### config.mk
export PLATFORM = sky130hd
export DESIGN_NAME = tw_core_flat
export DESIGN_NICKNAME = d
export VERILOG_FILES = /design/src/rtl/tw_core_if.sv /design/src/rtl/tw_core.sv /design/src/flat_wrapper.sv
export SDC_FILE = /design/constraint.sdc
export NUM_CORES = 1
export LEC_CHECK = 0
export BUFFER_PORTS_ARGS = -buffer_cell sky130_fd_sc_hd__buf_2
export CAP_MARGIN = 0
export CORE_ASPECT_RATIO = 1.25
export CORE_MARGIN = 3
export CORE_UTILIZATION = 51
export DETAILED_ROUTE_END_ITERATION = 8
export PLACE_DENSITY = 0.79
export RECOVER_POWER = 50
export SYNTH_ARGS = -nofsm -noshare
export SYNTH_HDL_FRONTEND = slang
export SYNTH_SLANG_ARGS = --single-unit
export TNS_END_PERCENT = 10
### constraint.sdc
create_clock -name clock -period 2.4 [get_ports clock]
set_input_delay 0.12 -clock clock [delete_from_list [all_inputs] [get_ports clock]]
set_output_delay 0.12 -clock clock [all_outputs]
set_load 0.01 [all_outputs]
### src/rtl/tw_core_if.sv
// Program-memory fetch channel for tw_core: the core presents pc with a request,
// memory answers with fetch_valid and the instruction word when it is ready.
interface tw_core_if #(
   parameter int DATA_W = 4,
   parameter int ADDR_W = 4
);
   logic              fetch_req;
   logic [ADDR_W-1:0] fetch_addr;
   logic              fetch_valid;
   logic [DATA_W+3:0] fetch_data;

   modport master (
      output fetch_req,
      output fetch_addr,
      input  fetch_valid,
      input  fetch_data
   );

   modport slave (
      input  fetch_req,
      input  fetch_addr,
      output fetch_valid,
      output fetch_data
   );
endinterface

### src/rtl/tw_core.sv
// tw_core: parametrised two-register (A, B) accumulator core with a fetch/execute FSM,
// wait-state tolerant program fetch, synchronised input port, output strobe and halt detect.
module tw_core #(
   parameter int DATA_W      = 4,
   parameter int ADDR_W      = 4,
   parameter int SYNC_STAGES = 2
) (
   input  logic              clock,
   input  logic              reset,
   tw_core_if.master         fetch,
   input  logic [DATA_W-1:0] in_port,
   output logic [DATA_W-1:0] out_port,
   output logic              out_strobe,
   output logic              carry,
   output logic              halted
);

   typedef enum logic {
      S_FETCH,
      S_EXEC
   } state_e;

   typedef enum logic [3:0] {
      OP_ADD_A  = 4'b0000,
      OP_MOV_AB = 4'b0001,
      OP_IN_A   = 4'b0010,
      OP_MOV_AI = 4'b0011,
      OP_MOV_BA = 4'b0100,
      OP_ADD_B  = 4'b0101,
      OP_IN_B   = 4'b0110,
      OP_MOV_BI = 4'b0111,
      OP_OUT_B  = 4'b1001,
      OP_OUT_I  = 4'b1011,
      OP_JMP    = 4'b1110,
      OP_JNC    = 4'b1111
   } opcode_e;

   state_e            state_q, state_d;
   logic [ADDR_W-1:0] pc_q, pc_d;
   logic [DATA_W+3:0] ir_q, ir_d;
   logic [DATA_W-1:0] a_q, a_d;
   logic [DATA_W-1:0] b_q, b_d;
   logic              carry_q, carry_d;
   logic [DATA_W-1:0] out_q, out_d;
   logic              strobe_q, strobe_d;
   logic              halted_q, halted_d;

   logic [DATA_W-1:0] sync_q [SYNC_STAGES];
   logic [DATA_W-1:0] sync_in;

   logic [3:0]        opcode;
   logic [DATA_W-1:0] imm;
   logic [DATA_W-1:0] add_op;
   logic [DATA_W:0]   add_sum;
   logic [ADDR_W-1:0] pc_inc;
   logic [ADDR_W-1:0] jump_tgt;
   logic              jump_taken;

   // in_port is asynchronous to clock; only the last stage is ever consumed.
   always_ff @(posedge clock or negedge reset) begin
      if (!reset) begin
         for (int i = 0; i < SYNC_STAGES; i++) sync_q[i] <= '0;
      end else begin
         sync_q[0] <= in_port;
         for (int i = 1; i < SYNC_STAGES; i++) sync_q[i] <= sync_q[i-1];
      end
   end

   assign sync_in  = sync_q[SYNC_STAGES-1];
   assign opcode   = ir_q[DATA_W+3:DATA_W];
   assign imm      = ir_q[DATA_W-1:0];
   // One adder serves both ADD A and ADD B; opcode bit 2 selects the operand.
   assign add_op   = opcode[2] ? b_q : a_q;
   assign add_sum  = {1'b0, add_op} + {1'b0, imm};
   assign pc_inc   = pc_q + ADDR_W'(1);
   assign jump_tgt = imm[ADDR_W-1:0];

   // NOTE: every register, IR included, is cleared by reset so an abandoned
   // instruction leaves no trace; nothing here is a RAM that would forbid a reset.
   always_ff @(posedge clock or negedge reset) begin
      if (!reset) begin
         state_q  <= S_FETCH;
         pc_q     <= '0;
         ir_q     <= '0;
         a_q      <= '0;
         b_q      <= '0;
         carry_q  <= 1'b0;
         out_q    <= '0;
         strobe_q <= 1'b0;
         halted_q <= 1'b0;
      end else begin
         // NOTE: sequential state uses non-blocking assignment; the blocking
         // assignments in the always_comb below are intentional and combinational.
         state_q  <= state_d;
         pc_q     <= pc_d;
         ir_q     <= ir_d;
         a_q      <= a_d;
         b_q      <= b_d;
         carry_q  <= carry_d;
         out_q    <= out_d;
         strobe_q <= strobe_d;
         halted_q <= halted_d;
      end
   end

   always_comb begin
      // NOTE: every signal driven here gets a default first, so no path can infer a latch.
      state_d    = state_q;
      pc_d       = pc_q;
      ir_d       = ir_q;
      a_d        = a_q;
      b_d        = b_q;
      carry_d    = carry_q;
      out_d      = out_q;
      strobe_d   = 1'b0;
      halted_d   = halted_q;
      jump_taken = 1'b0;

      unique case (state_q)
         S_FETCH: begin
            if (fetch.fetch_valid) begin
               ir_d    = fetch.fetch_data;
               state_d = S_EXEC;
            end
         end
         S_EXEC: begin
            state_d = S_FETCH;
            pc_d    = pc_inc;
            carry_d = 1'b0;
            case (opcode)
               OP_ADD_A:  {carry_d, a_d} = add_sum;
               OP_MOV_AB: a_d = b_q;
               OP_IN_A:   a_d = sync_in;
               OP_MOV_AI: a_d = imm;
               OP_MOV_BA: b_d = a_q;
               OP_ADD_B:  {carry_d, b_d} = add_sum;
               OP_IN_B:   b_d = sync_in;
               OP_MOV_BI: b_d = imm;
               OP_OUT_B: begin
                  out_d    = b_q;
                  strobe_d = 1'b1;
               end
               OP_OUT_I: begin
                  out_d    = imm;
                  strobe_d = 1'b1;
               end
               OP_JMP:    jump_taken = 1'b1;
               // JNC looks at the carry left by the previous instruction.
               OP_JNC:    jump_taken = !carry_q;
               default:   ;
            endcase
            if (jump_taken) begin
               pc_d = jump_tgt;
               if (jump_tgt == pc_q) halted_d = 1'b1;
            end
         end
         default: state_d = S_FETCH;
      endcase
   end

   assign fetch.fetch_req  = reset & (state_q == S_FETCH);
   assign fetch.fetch_addr = pc_q;
   assign out_port         = out_q;
   assign out_strobe       = strobe_q;
   assign carry            = carry_q;
   assign halted           = halted_q;

endmodule

### src/flat_wrapper.sv
// flat-port wrapper written by rule: the top's interface ports become plain ports
module tw_core_flat 
#(
   parameter int DATA_W      = 4,
   parameter int ADDR_W      = 4,
   parameter int SYNC_STAGES = 2
)
  (clock, reset, in_port, out_port, out_strobe, carry, halted, fetch_fetch_req, fetch_fetch_addr, fetch_fetch_valid, fetch_fetch_data);
  tw_core_if #(.DATA_W(DATA_W), .ADDR_W(ADDR_W)) fetch_i ();
  input  logic clock;
  input  logic reset;
  input  logic [DATA_W-1:0] in_port;
  output logic [DATA_W-1:0] out_port;
  output logic out_strobe;
  output logic carry;
  output logic halted;
  output wire logic [$bits(fetch_i.fetch_req)-1:0] fetch_fetch_req;
  output wire logic [$bits(fetch_i.fetch_addr)-1:0] fetch_fetch_addr;
  input wire logic [$bits(fetch_i.fetch_valid)-1:0] fetch_fetch_valid;
  input wire logic [$bits(fetch_i.fetch_data)-1:0] fetch_fetch_data;
  assign fetch_fetch_req = fetch_i.fetch_req;
  assign fetch_fetch_addr = fetch_i.fetch_addr;
  assign fetch_i.fetch_valid = fetch_fetch_valid;
  assign fetch_i.fetch_data = fetch_fetch_data;
  tw_core #(.DATA_W(DATA_W), .ADDR_W(ADDR_W), .SYNC_STAGES(SYNC_STAGES)) u_core (.clock(clock), .reset(reset), .fetch(fetch_i), .in_port(in_port), .out_port(out_port), .out_strobe(out_strobe), .carry(carry), .halted(halted));
endmodule
==> impl_metrics.csv, run 1 <==
group,metric,value,unit
drt,drt_iter0_markers,36,
clock_tree,clk_latency,290,ps
worst_setup_path,critPathMaxFanout,2,
timing,worst_pin_slew,869.3,ps
power,power.density,1125,mW/mm²
synthesis,async_reset_ff_share,100.0,%
synthesis,yosys-top-cells-area,"dfrtp_1 (48%), mux2_2 (7.9%), mux2i_1 (4.3%)",
clock_tree,htreeDepth,2,
global_route,grt.overflow.total,0,
timing,fin_tns_setup,0,ps
power,p_clk_share,29.7,%
power,combPwrFrac,32.2,%
worst_setup_path,worstSetupStartpointType,"flop",
die,die_x,59.99,µm
drt,drc,0,
clock_tree,clkSinkCount,36,
timing,skew,3.415,ps
placed_design,hpwl,2753,µm
timing,finalCriticalPeriod,2281,ps
synthesis,syn_area,0.001858,mm²
die,dieArea,0.004408,mm²
synthesis,syn_avg_cell_area,11.47,µm²
finish,syn2layout_area_growth,19.12,%
timing,finalSetupViolations,0,
drt,wl,3799,µm
worst_setup_path,worst_ep_required_time,2580,ps
global_route,track_usage,19.37,%
timing,timing.slew.headroom,42.04,%
synthesis,synth_warnings,0,
finish,fin_cells,232,
synthesis,synthTopCellsByCount,"dfrtp_1 (36), nand2_1 (19), mux2_2 (13), o21ai_0 (10), mux2i_1 (8)",
clock_tree,ctsLongestPathBuffers,2,
power,leakagePower,1.061,nW
worst_setup_path,cp-end-kind,"flop",
synthesis,yosysTopAreaCell,"dfrtp_1",
clock_tree,cts-buffers-inserted,5,
timing,maxSlewViolCount,0,
synthesis,ys_ff_latch,36,
synthesis,syn_nets,183,
synthesis,synth_cell_types,42,
finish,fin_nets,215,
min_path,hp-class,"in -> reg",
die,die_height,73.49,µm
timing,period_share,95.06,%
die,core_area,0.003338,mm²
power,power_frac_seq,38.1,%
drt,wl_per_cell,16.38,µm
finish,diodes,0,
placed_design,gp_congestion,0.8584,
clock_tree,cts_root_buffer,"clkbuf_8",
power,p_int,1.703,mW
drt,antenna_left,0,
worst_setup_path,cp.arrival,2460,ps
timing,hold_viol_final,0,
drt,vias_per_cell,5.879,
power,p_switching,0.7862,mW
power,power.share.switching,31.58,%
power,peakVddDrop,0.9709,mV
die,ios,27,
outcome,status,"complete, no violations",
drt,drt-pass1-iter-count,4,
clock_tree,cts_resized,0,
synthesis,seq_area_frac_synth,48.48,%
global_route,grt_first_pass_wirelength,6327,µm
timing,max_freq,438.3,MHz
die,num_rows,23,
flow_run,maxCapViolCount,0,
finish,drive_gt1_share,29.74,%
synthesis,yosysTopAreaCellShare,48.48,%
global_route,antenna_found_initial,0,
timing,rsz0062_at_grt,"false",
clock_tree,cts_tree,"yes",
global_route,grt_max_degree,37,
synthesis,synthCells,162,
die,start_util,55.66,%
synthesis,synth_edf_count,0,
synthesis,yosysMostFrequentCell,"dfrtp_1",
placed_design,numPortBuffers,26,
worst_setup_path,path_class,"reg -> reg",
clock_tree,clkTransAtPathRegs,70,ps
synthesis,synth_top_flop_cell,"dfrtp_1",
drt,vias,1364,
global_route,grt_pass1_vias,1346,
placed_design,dpl.cell_count,219,
through the flow:
| step | instance area [µm²] | worst slack [ps] | hold WS [ps] | power, mW | utilization, % |
|---|---|---|---|---|---|
| 2_1_floorplan | 1858 | 62.90 | -175.6 | 1.511 | - |
| 3_3_place_gp | 2007 | 246.6 | 195.5 | 1.686 | 60.12 |
| 3_5_place_dp | 2007 | 129.5 | 200.5 | 1.755 | 60.12 |
| 4_1_cts | 2216 | 117.3 | 19.48 | 2.503 | 66.38 |
| 5_1_grt | 2213 | 51.36 | 27.56 | 2.652 | 66.30 |
| 6_report | 2213 | 118.6 | 23.61 | 2.490 | 66.30 |
final cells by class:
class | count | area (µm²)
fill | 260 | 1125
clock inverter | 3 | 90.09
multi-input combinational | 109 | 873.3
clock buffer | 5 | 68.82
sequential | 36 | 900.9
timing repair buffer | 35 | 207.7
inverter | 7 | 26.28
tap | 37 | 46.29
routing by layer:
metal	GRT usage, %	vias up	routed length (µm)
met2	32.09	42	1966
met4	7.143	0	72
met1	23.27	677	1537
met3	6.151	9	223
li1	-	636	-
met5	0	-	0
registers in the layout, indices dropped and copies added, names as in the netlist:
signal	cells
u_core.fetch.fetch_addr	4
u_core.halted	1
u_core.ir_q	8
u_core.out_port	4
u_core.sync_q	4
u_core.a_q	4
u_core.out_strobe	1
u_core.state_q	1
u_core.carry	1
u_core.b_q	4
u_core.sync_in	4
kinds of logic (layout without fill, tap and decap cells):
logic type / Yosys count / after routing / share of synthesized area, %
multiplexers: 24 / 24 / 15.82
flip-flops: 36 / 36 / 48.48
XOR/XNOR: 6 / 6 / 2.828
AND/OR/NAND/NOR: 46 / 46 / 14.14
AO/OA/AOI/OAI: 27 / 27 / 9.766
buffers and inverters: 17 / 50 / 4.512
adder cells (fa/ha/maj): 6 / 6 / 4.444
timing repair:
item                       CTS  global route
hold endpoints to repair    40             0
setup endpoints to repair    0             0
hold buffers                 5             0
buffers inserted             0             0
placed cells by master (no fill, tap or decap), types with 3 or more instances in the layout:
cell,netlist,routed
clkbuf_8,0,5
dlygate4sd3_1,0,5
bufinv_16,0,3
o221ai_1,3,3
nor2_1,3,3
ha_1,5,5
nor3b_1,4,4
nand2_1,19,19
o21ai_0,10,10
inv_1,7,7
mux4_2,3,3
mux2_2,13,13
xor2_1,4,4
buf_4,1,3
dfrtp_1,36,36
mux2i_1,8,8
nor3_1,3,3
nor2b_1,4,4
buf_2,7,26
a21oi_1,4,4
worst max-delay path: stages (launching register included):
cell,delay [ps]
dfrtp_1,390
mux2_2,230
ha_1,160
inv_1,60
fa_1,510
nand3b_1,80
mux4_2,470
mux2_2,280
power groups by stage:
stage          combinational (mW)  sequential [mW]  clock, mW
2_1_floorplan               0.594            0.917          0
3_3_place_gp                0.745            0.941          0
3_5_place_dp                0.797            0.958          0
4_1_cts                     0.807            0.946      0.749
5_1_grt                     0.898            0.977      0.778
6_report                    0.801            0.949      0.740
path summary, 6_finish.rpt:
check / slack, ps / end / from / cells past startpoint
setup / recovery: 120 / u_core.b_q[1]$_DFFE_PN0P_ / u_core.ir_q[6]$_DFFE_PN0P_ / 7
hold / removal: 20 / u_core.ir_q[1]$_DFFE_PN0P_ / fetch_fetch_data[1] / 3
setup reg to reg: 120 / u_core.b_q[1]$_DFFE_PN0P_ / u_core.ir_q[6]$_DFFE_PN0P_ / 7
hold reg to reg: 350 / u_core.sync_in[2]$_DFF_PN0_ / u_core.sync_q[6]$_DFF_PN0_ / 0
max in group asynchronous: 1280 / u_core.ir_q[3]$_DFFE_PN0P_ / reset / 3
min in group asynchronous: 570 / u_core.out_port[2]$_DFFE_PN0P_ / reset / 3
Power figures use the tool's default switching activity.
==> inputs of run 2 (changes only) <==
--- a/config.mk
+++ b/config.mk
@@ -9,7 +9,8 @@
 export CAP_MARGIN = 0
 export CORE_ASPECT_RATIO = 1.25
 export CORE_MARGIN = 3
-export CORE_UTILIZATION = 51
+export CORE_UTILIZATION = 53
+export CTS_BUF_LIST = sky130_fd_sc_hd__clkbuf_8 sky130_fd_sc_hd__clkbuf_16
 export DETAILED_ROUTE_END_ITERATION = 8
 export PLACE_DENSITY = 0.79
 export RECOVER_POWER = 50
==> constraint.sdc (replaced) <==
create_clock -name clock -period 2.2 [get_ports clock]
set_input_delay 0.11 -clock clock [delete_from_list [all_inputs] [get_ports clock]]
set_output_delay 0.11 -clock clock [all_outputs]
set_load 0.01 [all_outputs]
==> impl_metrics.csv, run 2 (synthesized netlist as in run 1, its figures left out) <==
group,metric,value,unit
outcome,status,"finished, violations left",
outcome,violations,"negative setup slack",
finish,regMostFlops,"u_core.ir_q",
clock_tree,clk_latency,290,ps
power,power,2.445,mW
worst_setup_path,path_buf_inv,1,
finish,final_common_cell,"dfrtp_1",
finish,syn2layout_area_growth,19.80,%
drt,antenna_left,0,
worst_setup_path,worst_ep_required_time,2380,ps
power,p_switching,0.8499,mW
worst_setup_path,reg2reg_depth,7,
drt,drt-pass1-iter-count,4,
worst_setup_path,rr_endpoint,"u_core.b_q[1]$_DFFE_PN0P_",
timing,period_share,101.4,%
worst_setup_path,cpPeakStageDelay,520,ps
worst_setup_path,worstSetupStartpointType,"flop",
power,power_frac_seq,41.9,%
placed_design,hpwl,2721,µm
flow_run,maxCapViolCount,0,
clock_tree,clkSinkCount,36,
worst_setup_path,critPathMaxFanout,2,
global_route,grt_max_degree,37,
finish,nFillCells,240,
worst_setup_path,path_class,"reg -> reg",
placed_design,gp_congestion,0.8292,
min_path,whs_path_depth,2,
timing,timing.slew.headroom,42.04,%
clock_tree,cts_root_buffer,"clkbuf_8",
drt,vias,1386,
min_path,hold_end,"u_core.ir_q[0]$_DFFE_PN0P_",
timing,holdWs,54.47,ps
power,leakagePower,1.066,nW
die,core_area,0.003281,mm²
min_path,hold_start,"fetch_fetch_data[0]",
die,dieArea,0.004257,mm²
die,die_height,72.20,µm
worst_setup_path,cp_top_family,"multiplexers",
power,power.share.switching,34.75,%
placed_design,place_area,0.002029,mm²
die,num_rows,23,
clock_tree,cts_tree,"yes",
finish,final_cell_mix,"dfrtp_1 (36), buf_2 (26), nand2_1 (19), mux2_2 (12), o21ai_0 (10)",
finish,fin_nets,220,
global_route,grt.overflow.total,0,
worst_setup_path,r2r_slack,-30,ps
finish,postLayoutCellArea,0.002226,mm²
worst_setup_path,crit_chain,"mux2_4, ha_4, inv_1, fa_2, nand3b_1, mux4_2, mux2_2",
global_route,track_usage,20.26,%
global_route,grt_pass1_vias,1394,
drt,drc,0,
global_route,antenna_found_initial,0,
clock_tree,htreeDepth,2,
min_path,hp-class,"in -> reg",
placed_design,numPortBuffers,26,
worst_setup_path,crit_slowest_cell,"fa_2",
die,start_util,56.64,%
timing,layout_setup_ws,-30.53,ps
global_route,grt_first_pass_wirelength,6430,µm
power,peakVddDrop,0.8990,mV
timing,max_freq,448.3,MHz
worst_setup_path,cp.arrival,2410,ps
clock_tree,cts-buffers-inserted,5,
die,ios,27,
finish,largest_register_ffs,8,
worst_setup_path,cp-end-kind,"flop",
drt,vias_per_cell,5.848,
drt,drt_iter0_markers,103,
timing,skew,6.041,ps
timing,maxSlewViolCount,0,
clock_tree,ctsLongestPathBuffers,2,
die,die_x,58.96,µm
finish,diodes,0,
placed_design,pre_cts_ws,-9.068,ps
clock_tree,clkTransAtPathRegs,70,ps
timing,finalSetupViolations,1,
timing,finalCriticalPeriod,2231,ps
power,p_clk_share,19.1,%
power,combPwrFrac,39.0,%
finish,drive_gt1_share,33.00,%
drt,wl,3887,µm
power,power.density,1099,mW/mm²
power,p_int,1.596,mW
timing,hold_viol_final,0,
timing,worst_pin_slew,869.5,ps
drt,wl_per_cell,16.40,µm
worst_setup_path,worstReg2RegStart,"u_core.ir_q[6]$_DFFE_PN0P_",
timing,rsz0062_at_grt,"true",
-- run 2: cell type report --
class,count,area (µm²),area share [%]
Clock buffer,6,82.58,3.710
Timing Repair Buffer,40,249.0,11.19
Tap cell,37,46.29,2.080
Sequential cell,36,900.9,40.47
Multi-Input combinational cell,109,913.4,41.03
Inverter,7,26.28,1.180
Clock inverter,2,7.507,0.3373
-- run 2: stage by stage --
step / instances / utilization (%) / TNS (ps)
after floorplan: 162 / - / -177.6
after global placement: 222 / 61.86 / 0
after detailed placement: 222 / 61.86 / -9.068
after CTS: 235 / 66.13 / -48.68
after global routing: 237 / 67.85 / -71.45
final: 237 / 67.85 / -30.53
-- run 2: layer usage --
metal	up-vias	GRT usage (%)	share of wire, %
met3	10	3.915	4.6
li1	650	-	-
met4	0	9.320	2.2
met2	43	34.03	54
met1	683	24.80	39
met5	-	0	0
-- run 2: worst max-delay path by stage --
stage	slack [ps]	start	to	cells past startpoint
5_1_grt	-70	u_core.ir_q[6]$_DFFE_PN0P_	u_core.b_q[1]$_DFFE_PN0P_	7
3_5_place_dp	-9	u_core.ir_q[6]$_DFFE_PN0P_	u_core.b_q[1]$_DFFE_PN0P_	7
3_3_place_gp	40	u_core.ir_q[6]$_DFFE_PN0P_	u_core.b_q[1]$_DFFE_PN0P_	7
4_1_cts	-30	u_core.ir_q[6]$_DFFE_PN0P_	u_core.b_q[1]$_DFFE_PN0P_	7
6_report	-30	u_core.ir_q[6]$_DFFE_PN0P_	u_core.b_q[1]$_DFFE_PN0P_	7
2_1_floorplan	-100	u_core.ir_q[6]$_DFFE_PN0P_	u_core.b_q[1]$_DFFE_PN0P_	8
-- run 2: power by group through the flow --
stage / sequential, mW / combinational [mW] / clock (mW)
6_report: 1.02 / 0.954 / 0.466
5_1_grt: 1.05 / 1.07 / 0.509
4_1_cts: 1.02 / 0.896 / 0.483
3_5_place_dp: 1.03 / 0.884 / 0
3_3_place_gp: 1.01 / 0.836 / 0
2_1_floorplan: 1.00 / 0.651 / 0
-- run 2: timing repair --
action / 4_1_cts / 5_1_grt
setup endpoints to repair: 2 / 4
endpoints found under the hold margin: 40 / 0
gates resized for setup: 0 / 8
setup buffers: 0 / 2
hold buffers: 5 / 0
